===== src/rtl/viterbi_dispatch_scheduler_pkg.sv =====
// Shared definitions for the viterbi dispatch scheduler.
//  - sched_state_t : scheduler FSM states
//  - DEF_*         : default sizing of the FIFO bank / core pool
//  - ptr_next()    : modulo-depth increment used for the round-robin read pointer
package viterbi_sched_pkg;

  typedef enum logic [1:0] {
    IDLE  = 2'd0,
    RUN   = 2'd1,
    DRAIN = 2'd2
  } sched_state_t;

  localparam int DEF_NUM_FIFOS  = 4;
  localparam int DEF_NUM_CORES  = 2;
  localparam int DEF_NUM_CHUNKS = 5;
  localparam int DEF_TAG_WIDTH  = 4;

  // Next value of a pointer that wraps at depth (depth need not be a power of 2).
  function automatic int ptr_next(input int ptr, input int depth);
    return (ptr == depth - 1) ? 0 : ptr + 1;
  endfunction

endpackage


===== src/rtl/viterbi_dispatch_scheduler_if.sv =====
// Bus between the dispatch scheduler, the FIFO bank and the viterbi core pool.
//  FIFO side : fifo_empty, fifo_start_loc (in to scheduler), pop_n (out, active-low one-hot)
//  Core side : core_done (in), core_start, core_start_loc, core_tag (out)
//  master = scheduler view, slave = FIFO bank / core pool view.
interface viterbi_dispatch_scheduler_if
  import viterbi_sched_pkg::*;
#(
  parameter int num_of_viterbi_fifos = DEF_NUM_FIFOS,
  parameter int num_of_viterbi_cores = DEF_NUM_CORES,
  parameter int loc_width            = $clog2(DEF_NUM_CHUNKS),
  parameter int tag_width            = DEF_TAG_WIDTH
) ();

  logic [num_of_viterbi_fifos-1:0]                fifo_empty;
  logic [num_of_viterbi_fifos-1:0][loc_width-1:0] fifo_start_loc;
  logic [num_of_viterbi_cores-1:0]                core_done;
  logic [num_of_viterbi_fifos-1:0]                pop_n;
  logic [num_of_viterbi_cores-1:0]                core_start;
  logic [loc_width-1:0]                           core_start_loc;
  logic [tag_width-1:0]                           core_tag;

  modport master (
    input  fifo_empty, fifo_start_loc, core_done,
    output pop_n, core_start, core_start_loc, core_tag
  );

  modport slave (
    output fifo_empty, fifo_start_loc, core_done,
    input  pop_n, core_start, core_start_loc, core_tag
  );

endinterface


===== src/rtl/viterbi_dispatch_scheduler_picker.sv =====
// viterbi_core_picker: combinational lowest-index free-core select.
//  busy        in  C  per-core busy flag
//  pick_onehot out C  one-hot of the lowest-index core with busy==0 (0 if none)
//  pick_valid  out 1  1 when any core is free
module viterbi_core_picker #(
  parameter int num_of_viterbi_cores = 2
) (
  input  logic [num_of_viterbi_cores-1:0] busy,
  output logic [num_of_viterbi_cores-1:0] pick_onehot,
  output logic                            pick_valid
);

  always_comb begin
    pick_onehot = '0;
    pick_valid  = 1'b0;
    for (int i = 0; i < num_of_viterbi_cores; i++) begin
      if (!busy[i] && !pick_valid) begin
        pick_onehot[i] = 1'b1;
        pick_valid     = 1'b1;
      end
    end
  end

endmodule


===== src/rtl/viterbi_dispatch_scheduler.sv =====
// viterbi_dispatch_scheduler: read-side scheduler for the viterbi chunk FIFOs.
// Drains the FIFO bank in strict round-robin order and hands each chunk to the
// lowest-index free core together with a wrapping sequence tag.
//  clk, rst_n    clock, asynchronous active-low reset
//  en_sched      1 = issue chunks, 0 = let in-flight cores finish, then idle
//  bus (master)  FIFO flags/heads in, pop_n out; core_done in, core_start/loc/tag out
//  sched_idle    1 while the FSM is in IDLE
//  err_spurious  sticky flag: core_done seen for a core that was not busy
// All bus outputs are registered: a dispatch decided in cycle N appears in N+1.
module viterbi_dispatch_scheduler
  import viterbi_sched_pkg::*;
#(
  parameter int num_of_viterbi_fifos = DEF_NUM_FIFOS,
  parameter int num_of_viterbi_cores = DEF_NUM_CORES,
  parameter int num_of_chunks        = DEF_NUM_CHUNKS,
  parameter int tag_width            = DEF_TAG_WIDTH
) (
  input  logic                          clk,
  input  logic                          rst_n,
  input  logic                          en_sched,
  viterbi_dispatch_scheduler_if.master  bus,
  output logic                          sched_idle,
  output logic                          err_spurious
);

  localparam int F  = num_of_viterbi_fifos;
  localparam int C  = num_of_viterbi_cores;
  localparam int L  = (num_of_chunks > 1) ? $clog2(num_of_chunks) : 1;
  localparam int PW = (F > 1) ? $clog2(F) : 1;
  localparam int TW = tag_width;

  sched_state_t   state_q, state_d;
  logic [PW-1:0]  r_ptr_q, r_ptr_d;
  logic [TW-1:0]  tag_q, tag_d;
  logic [C-1:0]   busy_q, busy_d;
  logic           err_q, err_d;
  logic [F-1:0]   pop_n_q, pop_n_d;
  logic [C-1:0]   core_start_q, core_start_d;
  logic [L-1:0]   start_loc_q, start_loc_d;
  logic [TW-1:0]  core_tag_q, core_tag_d;

  logic [C-1:0]   pick_onehot;
  logic           pick_valid;
  logic           dispatch;

  // Core choice uses busy as registered at the start of the cycle, so a core
  // whose done arrives this cycle is only eligible from the next one.
  viterbi_core_picker #(
    .num_of_viterbi_cores (C)
  ) u_picker (
    .busy        (busy_q),
    .pick_onehot (pick_onehot),
    .pick_valid  (pick_valid)
  );

  always_comb begin
    state_d      = state_q;
    r_ptr_d      = r_ptr_q;
    tag_d        = tag_q;
    pop_n_d      = '1;
    core_start_d = '0;
    start_loc_d  = start_loc_q;
    core_tag_d   = core_tag_q;

    // The head FIFO is never skipped: an empty head stalls the pointer.
    dispatch = (state_q == RUN) && !bus.fifo_empty[r_ptr_q] && pick_valid;

    // Done on an idle core must not disturb busy, it only raises the error.
    busy_d = busy_q & ~bus.core_done;
    err_d  = err_q | (|(bus.core_done & ~busy_q));

    if (dispatch) begin
      pop_n_d[r_ptr_q] = 1'b0;
      core_start_d     = pick_onehot;
      start_loc_d      = bus.fifo_start_loc[r_ptr_q];
      core_tag_d       = tag_q;
      busy_d           = busy_d | pick_onehot;
      r_ptr_d          = PW'(ptr_next(int'(r_ptr_q), F));
      tag_d            = tag_q + 1'b1;
    end

    unique case (state_q)
      IDLE:    if (en_sched) state_d = RUN;
      RUN:     if (!en_sched) state_d = DRAIN;
      DRAIN: begin
        if (en_sched)           state_d = RUN;
        else if (busy_d == '0)  state_d = IDLE;
      end
      default: state_d = IDLE;
    endcase

    // Each enable episode restarts the write-order walk and the tag sequence.
    if (state_d == IDLE) begin
      r_ptr_d = '0;
      tag_d   = '0;
    end
  end

  always_ff @(posedge clk or negedge rst_n) begin
    if (!rst_n) begin
      state_q      <= IDLE;
      r_ptr_q      <= '0;
      tag_q        <= '0;
      busy_q       <= '0;
      err_q        <= 1'b0;
      pop_n_q      <= '1;
      core_start_q <= '0;
      start_loc_q  <= '0;
      core_tag_q   <= '0;
    end else begin
      state_q      <= state_d;
      r_ptr_q      <= r_ptr_d;
      tag_q        <= tag_d;
      busy_q       <= busy_d;
      err_q        <= err_d;
      pop_n_q      <= pop_n_d;
      core_start_q <= core_start_d;
      start_loc_q  <= start_loc_d;
      core_tag_q   <= core_tag_d;
    end
  end

  assign bus.pop_n          = pop_n_q;
  assign bus.core_start     = core_start_q;
  assign bus.core_start_loc = start_loc_q;
  assign bus.core_tag       = core_tag_q;
  assign sched_idle         = (state_q == IDLE);
  assign err_spurious       = err_q;

endmodule


===== src/flat_wrapper.sv =====
// flat-port wrapper written by rule: the top's interface ports become plain ports
module viterbi_dispatch_scheduler_flat import viterbi_sched_pkg::*;
#(
  parameter int num_of_viterbi_fifos = DEF_NUM_FIFOS,
  parameter int num_of_viterbi_cores = DEF_NUM_CORES,
  parameter int num_of_chunks        = DEF_NUM_CHUNKS,
  parameter int tag_width            = DEF_TAG_WIDTH
)
  (clk, rst_n, en_sched, sched_idle, err_spurious, bus_fifo_empty, bus_fifo_start_loc, bus_core_done, bus_pop_n, bus_core_start, bus_core_start_loc, bus_core_tag);
  viterbi_dispatch_scheduler_if #(.num_of_viterbi_fifos(num_of_viterbi_fifos), .num_of_viterbi_cores(num_of_viterbi_cores), .loc_width(3), .tag_width(tag_width)) bus_i ();
  input  logic clk;
  input  logic rst_n;
  input  logic en_sched;
  output logic sched_idle;
  output logic err_spurious;
  input wire logic [$bits(bus_i.fifo_empty)-1:0] bus_fifo_empty;
  input wire logic [$bits(bus_i.fifo_start_loc)-1:0] bus_fifo_start_loc;
  input wire logic [$bits(bus_i.core_done)-1:0] bus_core_done;
  output wire logic [$bits(bus_i.pop_n)-1:0] bus_pop_n;
  output wire logic [$bits(bus_i.core_start)-1:0] bus_core_start;
  output wire logic [$bits(bus_i.core_start_loc)-1:0] bus_core_start_loc;
  output wire logic [$bits(bus_i.core_tag)-1:0] bus_core_tag;
  assign bus_i.fifo_empty = bus_fifo_empty;
  assign bus_i.fifo_start_loc = bus_fifo_start_loc;
  assign bus_i.core_done = bus_core_done;
  assign bus_pop_n = bus_i.pop_n;
  assign bus_core_start = bus_i.core_start;
  assign bus_core_start_loc = bus_i.core_start_loc;
  assign bus_core_tag = bus_i.core_tag;
  viterbi_dispatch_scheduler #(.num_of_viterbi_fifos(num_of_viterbi_fifos), .num_of_viterbi_cores(num_of_viterbi_cores), .num_of_chunks(num_of_chunks), .tag_width(tag_width)) u_core (.clk(clk), .rst_n(rst_n), .en_sched(en_sched), .bus(bus_i), .sched_idle(sched_idle), .err_spurious(err_spurious));
endmodule

===== config.mk =====
export PLATFORM = sky130hd
export DESIGN_NAME = viterbi_dispatch_scheduler_flat
export DESIGN_NICKNAME = d
export VERILOG_FILES = /design/src/rtl/viterbi_dispatch_scheduler_pkg.sv /design/src/rtl/viterbi_dispatch_scheduler_if.sv /design/src/rtl/viterbi_dispatch_scheduler_picker.sv /design/src/rtl/viterbi_dispatch_scheduler.sv /design/src/flat_wrapper.sv
export SDC_FILE = /design/constraint.sdc
export NUM_CORES = 1
export LEC_CHECK = 0
export ABC_AREA = 1
export CAP_MARGIN = 25
export CORE_MARGIN = 10
export CORE_UTILIZATION = 35
export DETAILED_ROUTE_END_ITERATION = 10
export GPL_ROUTABILITY_DRIVEN = 0
export PLACE_DENSITY_LB_ADDON = 0.08
export SLEW_MARGIN = 0
export SYNTH_ARGS = -nofsm -noshare
export SYNTH_HDL_FRONTEND = slang
export SYNTH_SLANG_ARGS = --single-unit
export TNS_END_PERCENT = 1

===== constraint.sdc =====
create_clock -name clk -period 1.6 [get_ports clk]
set_input_delay 0.48 -clock clk [delete_from_list [all_inputs] [get_ports clk]]
set_output_delay 0.48 -clock clk [all_outputs]
set_load 0.02 [all_outputs]

# [After elaboration in Yosys (flattened, before gate mapping)]
# Index checks and enable logic that the tools add are counted.
[op_classes] addsub=2 order_cmp=2 n_eq_ne=3 n_mux=22 bitwise=7 n_reduce_logical=11
[op_table] cell="2-bit two-way mux" n=9
[op_table] cell="4-bit two-way mux" n=3
[op_table] cell="3-bit binary-select mux with 2-bit select" n=1
[op_table] cell="2-bit zero test" n=3
[op_table] cell="2-bit one-hot mux with 3 select lines" n=1
[op_table] cell="1-bit two-way mux" n=5
[op_table] cell="4-bit by 1-bit adder with 4-bit output (second input constant)" n=1
[op_table] cell="2-bit bitwise AND" n=2
[op_table] cell="2-bit by 1-bit == test with 1-bit output (second input constant)" n=2
[op_table] cell="1-bit logical AND" n=4
[op_table] cell="2-bit inverter" n=2
[op_table] cell="4-bit inverter" n=1
[op_table] cell="2-bit by 3-bit < comparator with 1-bit output (second input constant)" n=1
[op_table] cell="3-bit two-way mux" n=1
[op_table] cell="2-bit by 1-bit adder with 2-bit output (second input constant)" n=1
[op_table] cell="1-bit binary-select mux with 2-bit select" n=1
[op_table] cell="1-bit demux with 2-bit select" n=1
[op_table] cell="2-bit == test (second input constant)" n=1
[op_table] cell="2-bit by 1-bit >= comparator with 1-bit output (second input constant)" n=1
[op_table] cell="1-bit zero test" n=2
[op_table] cell="2-bit OR" n=1
[op_table] cell="2-bit nonzero test" n=1
[op_table] cell="2-bit OR reduction" n=1
[op_table] cell="1-bit OR" n=1
[totals] reg_bits=24 inputBits=21 out_inout_bits=15 wordCells=56

# [Longest topological paths before layout]
# Gate-level depths: netlist of the first run.
[depth] word_depth=12 depth_mapped=11 depth_no_buf=10

# [Modules after synthesis]
# A second synthesis of the first run with hierarchy kept.
[hier_totals] cells_unflattened=140 area_unflattened_um2=1236.2
[by_module_without_submodules] module="viterbi_dispatch_scheduler" n_inst=1 cells_per_inst=137 area_per_inst_um2=1222.4 seq_area_each_um2=605.6
[by_module_without_submodules] module="viterbi_core_picker" n_inst=1 cells_per_inst=3 area_per_inst_um2=13.8 seq_area_each_um2=0.0

# [Worst setup path after synthesis of the first run]
# Ideal clock, no wire load.
[synth_timing] path_kind="reg-to-reg" startpoint="register u_core.r_ptr_q[0]" endpoint="register u_core.tag_q[3]" setup_time_ps=125 arrival_time_ps=1242 required_time_ps=1475 slack_ps=233 path_stages_with_launch=11 n_path_buf=2 synth_period_minus_slack_ps=1367 path_cell_list="dfrtp_1 -> buf_6 -> inv_8 -> nand2_2 -> nand3_2 -> nand3_2 -> nor2_4 -> buf_6 -> nand4_1 -> nand2_1 -> nor2_1"
[synth_between] elab_chain_len=12 word_cells_on_any_way=13 cone_classes="7 x mux; 6 x reduce/logical"
[synth_rtl] item="from (decl)" line="viterbi_dispatch_scheduler.sv:33" text="logic [PW-1:0] r_ptr_q, r_ptr_d;"
[synth_rtl] item="from (signal assigned)" line="viterbi_dispatch_scheduler.sv:112" text="r_ptr_q <= r_ptr_d;"
[synth_rtl] item="1-bit binary-select mux with 2-bit select (*)" line="viterbi_dispatch_scheduler.sv:66" text="dispatch = (state_q == RUN) && !bus.fifo_empty[r_ptr_q] && pick_valid;"
[synth_rtl] item="1-bit two-way mux (not written as such) (*)" line="viterbi_dispatch_scheduler.sv:66"
[synth_rtl] item="1-bit zero test (*)" line="viterbi_dispatch_scheduler.sv:66"
[synth_rtl] item="1-bit logical AND (*) (2 in a row)" line="viterbi_dispatch_scheduler.sv:66"
[synth_rtl] item="2-bit two-way mux" line="viterbi_dispatch_scheduler.sv:72" text="if (dispatch) begin"
[synth_rtl] item="2-bit zero test" line="viterbi_dispatch_scheduler.sv:87" text="else if (busy_d == '0) state_d = IDLE;"
[synth_rtl] item="2-bit two-way mux" line="viterbi_dispatch_scheduler.sv:87"
[synth_rtl] item="2-bit two-way mux" line="viterbi_dispatch_scheduler.sv:86" text="if (en_sched) state_d = RUN;"
[synth_rtl] item="2-bit one-hot mux with 3 select lines" line="viterbi_dispatch_scheduler.sv:82" text="unique case (state_q)"
[synth_rtl] item="2-bit zero test" line="viterbi_dispatch_scheduler.sv:93" text="if (state_d == IDLE) begin"
[synth_rtl] item="4-bit two-way mux or 2-bit nonzero test (tied branches)"
[synth_rtl] item="to (signal assigned)" line="viterbi_dispatch_scheduler.sv:113" text="tag_q <= tag_d;"
[synth_rtl] item="to (decl)" line="viterbi_dispatch_scheduler.sv:34" text="logic [TW-1:0] tag_q, tag_d;"
# Mark *: on every way between the ends. The rest lies on a longest branch, timed or not. The select of a mux whose other input is x is not followed.
# A chain may end at the register's enable or synchronous reset.

# [Worst setup path in the final report of the first run]
[layout_timing] startpoint="register u_core.start_loc_q[2] (netlist: u_core.bus.core_start_loc[2])" endpoint="output bus_core_start_loc[2]"
[layout_lines] item="from (decl)" line="viterbi_dispatch_scheduler.sv:39" text="logic [L-1:0] start_loc_q, start_loc_d;"
[layout_lines] item="from (signal assigned)" line="viterbi_dispatch_scheduler.sv:118" text="start_loc_q <= start_loc_d;"
[layout_lines] item="to (decl)" line="flat_wrapper.sv:21" text="output wire logic [$bits(bus_i.core_start_loc)-1:0] bus_core_start_loc;"
# No word-level cell between the ends.

==> impl_metrics.json, run 1 <==
{
  "critPathBufInv": 1,
  "rsz0062_at_grt": "yes",
  "critPathArrivalTime_ps": 1050,
  "syn2layout_area_growth_pct": 41.63,
  "relSlewSlack": 0.7875,
  "status": "completed",
  "seqPwrFrac": 0.447,
  "finalHoldViolations": 0,
  "dr.pass1.iters": 3,
  "core_sq_um": 3337,
  "avgSynthCellArea_sq_um": 8.470,
  "nets": 220,
  "required_ps": 1120,
  "ant_nets": 0,
  "slowest_delay_ps": 410,
  "max_freq_mhz": 655.7,
  "p_int_uw": 1139,
  "cts_tree": "built",
  "tightest_slew_ps": 318.7,
  "io_pins": 36,
  "hold_end": "u_core.bus.core_start[0]$_DFF_PN0_",
  "ys_types": 25,
  "period_minus_slack_ps": 1525,
  "power.leakage_uw": 0.0008618,
  "cp-end-kind": "output port",
  "seq_area_frac_synth": 0.5000,
  "clk_path_buf_depth": 2,
  "rr_endpoint": "u_core.r_ptr_q[1]$_DFFE_PN0P_",
  "holdBufCountCts": 0,
  "clkPwrFrac": 0.185,
  "syn_inst": 143,
  "finalClockSkew_ps": 3.481,
  "switchingPower_uw": 614.0,
  "worstHoldPathType": "reg2reg",
  "setup_viol": 0,
  "drc": 0,
  "via_per_inst": 4.289,
  "start_util": 0.3630,
  "diodes": 0,
  "syn_nets": 169,
  "place_hpwl_mm": 2.114,
  "place_area_sq_um": 1707,
  "cts-buffers-inserted": 3,
  "cts_setup_buffers": 0,
  "std_cell_rows": 21,
  "grt_overflow": 0,
  "via_count": 1025,
  "synth_seq_cells": 24,
  "drt_wl_total_mm": 2.723,
  "clock-root-buffer": "clkbuf_4",
  "cp_num_cells": 1,
  "min_delay_path_depth": 1,
  "cp_max_fo": 2,
  "die_h_um": 78.83,
  "port-buffer-count": 35,
  "reg2reg_depth": 9,
  "ir_drop_mv": 0.6634,
  "hold_start": "u_core.busy_q[0]$_DFF_PN0_",
  "clkSinkCount": 24,
  "critical-path-slowest-cell": "dfrtp_1",
  "grt_usage": 0.09180,
  "comb_power_share": 0.367,
  "num-fill-cells": 372,
  "p_per_area_nw_per_um2": 1022,
  "grt_start_max_net_pins": 25,
  "wl_per_cell_um": 11.39,
  "startpoint_type": "register",
  "cp_top_family": "flip-flops",
  "antenna_found_initial": 0,
  "worstSkewPairLatency_ps": 310,
  "grt_first_pass_wirelength_mm": 4.774,
  "fin_crit_sh": 0.9532,
  "htree_levels": 1,
  "drv_slew": 0,
  "yosys_warnings": 0,
  "die_area_sq_um": 6213,
  "maxCapViolCount": 0,
  "clkTransAtPathRegs_ps": 140,
  "postLayoutCellArea_sq_um": 1715,
  "drive_gt1_frac": 0.2021,
  "worstReg2RegStart": "u_core.r_ptr_q[1]$_DFFE_PN0P_",
  "crit_type": "reg2out",
  "place_inst": 235,
  "stdcell_count": 239,
  "crit_chain": "dlygate4sd2_1",
  "r2r_slack_ps": 160,
  "grt_pass1_vias": 1052,
  "swShare": 0.3503,
  "synth.cell_area_sq_um": 1211,
  "die-width_um": 78.83,
  "drtIter0Drc": 44
}
[how the worst max path moves through the flow]
stage,endpoint,slack (ps),start
2_1_floorplan,u_core.tag_q[3]$_DFFE_PN0P_,230,u_core.r_ptr_q[0]$_DFFE_PN0P_
3_3_place_gp,u_core.r_ptr_q[0]$_DFFE_PN0P_,-260,bus_fifo_empty[1]
3_5_place_dp,u_core.r_ptr_q[1]$_DFFE_PN0P_,-260,bus_fifo_empty[1]
4_1_cts,bus_pop_n[1],0.7,u_core.bus.pop_n[1]$_DFF_PN1_
5_1_grt,u_core.r_ptr_q[1]$_DFFE_PN0P_,-4,bus_fifo_empty[0]
6_report,bus_core_start_loc[2],70,u_core.bus.core_start_loc[2]$_DFFE_PN0N_
[per-stage QoR]
step | hold WS [ps] | util | power, uW | worst slack, ps | setup TNS, ps
floorplan | 184.4 | - | 1175 | 232.6 | 0
global placement | 454.4 | 0.5114 | 1492 | -255.2 | -2823
detailed placement | 467.6 | 0.5114 | 1495 | -259.3 | -2937
CTS | 485.3 | 0.5186 | 1775 | 0.6629 | 0
global route | 468.0 | 0.5141 | 1889 | -4.124 | -5.155
finish | 481.6 | 0.5141 | 1753 | 74.92 | 0
[state kept, by name, indices dropped and copies added (netlist names)]
name,flops
u_core.bus.core_start_loc,3
u_core.r_ptr_q,2
u_core.tag_q,4
u_core.busy_q,2
u_core.err_spurious,1
u_core.bus.core_start,2
u_core.bus.core_tag,4
u_core.bus.pop_n,4
u_core.state_q,2
[routing by layer]
layer / wire length, um / share of wire / vias to the layer above / GRT usage
met5: 0 / 0 / - / 0
met4: 14 / 0.0051 / 0 / 0.01613
met3: 203 / 0.075 / 2 / 0.03829
met2: 1297 / 0.48 / 22 / 0.1554
met1: 1207 / 0.44 / 459 / 0.1073
li1: - / - / 542 / -
[power by group through the flow]
stage,clock (uW),combinational (uW),sequential [uW]
floorplan,0,312,863
global placement,0,696,796
detailed placement,0,697,798
CTS,338,652,784
global route,369,722,799
finish,325,644,784
[cell families after synthesis]
group                    after synthesis  share of synthesized area
flip-flops                            24                     0.5000
buffers and inverters                 25                    0.09917
XOR/XNOR                               1                   0.007233
adder cells (fa/ha/maj)                5                    0.05165
AND/OR/NAND/NOR                       71                     0.2572
AO/OA/AOI/OAI                         17                    0.08471
[cell type report]
type	count	area, sq um	area share
sequential	24	606.8	0.3538
clock buffer	4	36.28	0.02115
inverter	22	90.09	0.05252
timing repair buffer	49	436.7	0.2546
tap	46	57.56	0.03355
multi-input combinational	94	488.0	0.2845
[cell usage after synthesis]
cell      instances  area (sq um)
a31oi_1           3         18.77
nor2_1           28         105.1
buf_6             2         22.52
dfstp_2           4         105.1
o21ai_0           9         45.04
nor2_4            1         11.26
inv_8             1         11.26
o21ai_1           1         5.000
nand3_1           2         10.01
xnor2_1           1         8.760
a21oi_2           1         8.760
o21a_1            1         7.510
nand3_2           3         30.03
o21bai_1          1         7.510
a221o_1           1         10.01
nand2_1          30         112.6
nor3_1            1         5.000
inv_1            20         75.07
ha_1              5         62.56
buf_4             1         7.510
or2_2             1         6.260
dfrtp_1          20         500.5
nand2_2           2         12.51
nand4_1           3         18.77
inv_2             1         3.750
[what timing repair did]
action | in CTS | in global routing
gates resized for setup | 26 | 8
endpoints found under the setup margin | 15 | 7
hold endpoints to repair | 0 | 0
[placed cells by master, fill, tap and decap left out]
master,n
inv_8,1
o21ai_1,1
nand2_1,30
nor2_4,1
dfrtp_2,1
or2_2,1
buf_2,4
nand3_2,3
buf_6,1
clkdlybuf4s50_1,20
dfstp_2,4
nand3_1,2
xnor2_1,1
ha_1,5
inv_1,20
dfrtp_1,19
nand2_2,2
a31oi_1,3
o21ai_0,9
nor2_1,27
nor3_1,1
clkbuf_8,1
a21oi_2,1
a221o_1,1
nor2_2,1
nand4_1,3
o21a_1,1
buf_12,1
o21bai_1,1
buf_4,13
clkbuf_4,3
dlygate4sd2_1,10
inv_2,1
No activity file was read; power rests on OpenSTA's default activity.
==> run 2, diff against run 1 <==
GPL_ROUTABILITY_DRIVEN = not set   (was 0)
==> results of run 2 <==
No change in the layout: final DEF, timing and power equal those of run 1.
==> run 3, diff against run 2 <==
PLACE_DENSITY = 0.69   (was not set)
PLACE_DENSITY_LB_ADDON = not set   (was 0.08)
==> impl_metrics.json, run 3 (same netlist as run 1, synthesis figures left out) <==
{
  "status": "completed",
  "cts_tree": "built",
  "clkSinkCount": 24,
  "io_pins": 36,
  "worstHoldPathType": "in2async",
  "via_count": 1056,
  "dr_wl_met2_mm": 1.424,
  "critPathBufInv": 1,
  "setup_viol": 0,
  "tns_ps": 0,
  "holdBufCountCts": 0,
  "wl_per_cell_um": 11.80,
  "diodes": 0,
  "critical-path-slowest-cell": "dfrtp_1",
  "drive_gt1_frac": 0.2113,
  "place_ws_ps": -262.2,
  "die_area_sq_um": 6213,
  "hold_slack_ps": 497.2,
  "maxCapViolCount": 0,
  "grt_usage": 0.09499,
  "grt_pass1_vias": 1105,
  "final_common_cell": "nand2_1",
  "power.leakage_uw": 0.0008716,
  "start_util": 0.3630,
  "gp_congestion": 0.7713,
  "antenna_found_initial": 0,
  "post-route-util": 0.5208,
  "cts_setup_buffers": 0,
  "relSlewSlack": 0.7960,
  "critPathArrivalTime_ps": 1060,
  "postLayoutCellArea_sq_um": 1738,
  "tightest_slew_ps": 303.6,
  "place_hpwl_mm": 2.322,
  "dr.pass1.iters": 4,
  "grt_overflow": 0,
  "drv_slew": 0,
  "worstSkewPairLatency_ps": 320,
  "period_minus_slack_ps": 1537,
  "clk_path_buf_depth": 2,
  "cts-buffers-inserted": 3,
  "max_freq_mhz": 650.6,
  "std_cell_rows": 21,
  "dr_wl_met3_um": 214,
  "ant_nets": 0,
  "crit_chain": "dlygate4sd2_1",
  "rsz0062_at_grt": "no",
  "clkTransAtPathRegs_ps": 140,
  "cp_top_family": "flip-flops",
  "finalHoldViolations": 0,
  "slowest_delay_ps": 410,
  "drtIter0Drc": 59,
  "routed.top_layer": "met4",
  "htree_levels": 1,
  "cp-end-kind": "output port",
  "required_ps": 1120,
  "startpoint_type": "register",
  "crit_type": "reg2out",
  "die-width_um": 78.83,
  "syn2layout_area_growth_pct": 43.49,
  "p_per_area_nw_per_um2": 1088,
  "port-buffer-count": 35,
  "drc": 0,
  "grt_first_pass_wirelength_mm": 4.899,
  "fin_ws_ps": 63.07,
  "core_sq_um": 3337,
  "met1_length_mm": 1.185,
  "finalClockSkew_ps": 5.565,
  "die_h_um": 78.83,
  "cp_max_fo": 2,
  "nets": 221,
  "drt_wl_total_mm": 2.832,
  "via_per_inst": 4.400,
  "ir_drop_mv": 0.7402,
  "final_cell_mix": "nand2_1 (30), nor2_1 (26), inv_1 (20), clkdlybuf4s50_1 (20), dfrtp_1 (19)",
  "fin_crit_sh": 0.9606,
  "place_area_sq_um": 1714,
  "grt_start_max_net_pins": 25,
  "clock-root-buffer": "clkbuf_4"
}
-- run 3: cell count changes in the layout (fill, tap and decap cells not counted) --
cell	before	now
buf_4	13	15
buf_6	1	0
nor2_1	27	26
bufinv_16	0	1
nor2_2	1	2
clkbuf_8	1	0
-- run 3: stage by stage --
stage                     total power, uW  instances
after CTS                            1908        240
after floorplan                      1175        143
after global routing                 2018        240
after detailed placement             1518        236
after global placement               1500        236
final                                1890        240
-- run 3: routing by layer --
layer | global-route usage | vias up
met1 | 0.1064 | 482
met5 | 0 | -
met3 | 0.04505 | 2
li1 | - | 546
met4 | 0.01075 | 0
met2 | 0.1653 | 26
-- run 3: area by class of cell --
| type | count | area, sq um |
|---|---|---|
| tap | 46 | 57.56 |
| clock inverter | 1 | 30.03 |
| sequential | 24 | 606.8 |
| fill | 332 | 1599 |
| timing repair buffer | 50 | 440.4 |
| clock buffer | 3 | 22.52 |
| inverter | 22 | 90.09 |
| multi-input combinational | 94 | 490.5 |
-- run 3: worst paths after layout --
kind	start	endpoint	slack, ps	cells after the start
worst max-delay path	u_core.bus.core_start_loc[1]$_DFFE_PN0N_	bus_core_start_loc[1]	60	1
worst min-delay path	rst_n	u_core.bus.core_start_loc[1]$_DFFE_PN0N_	500	2
worst max register to register	u_core.state_q[1]$_DFF_PN0_	u_core.tag_q[3]$_DFFE_PN0P_	160	8
worst min register to register	u_core.bus.core_tag[1]$_DFFE_PN0N_	u_core.bus.core_tag[1]$_DFFE_PN0N_	500	2
max in group asynchronous	rst_n	u_core.bus.pop_n[0]$_DFF_PN1_	820	2
min in group clk	u_core.bus.core_tag[1]$_DFFE_PN0N_	u_core.bus.core_tag[1]$_DFFE_PN0N_	500	2
-- run 3: power breakdown --
group / switching (uW) / internal, uW
registers: 76.9 / 711
clock network: 190 / 253
logic: 358 / 301
-- run 3: repair_timing --
item / CTS / global route
resized for setup: 26 / 8
setup endpoints to repair: 15 / 10
cloned: 0 / 0
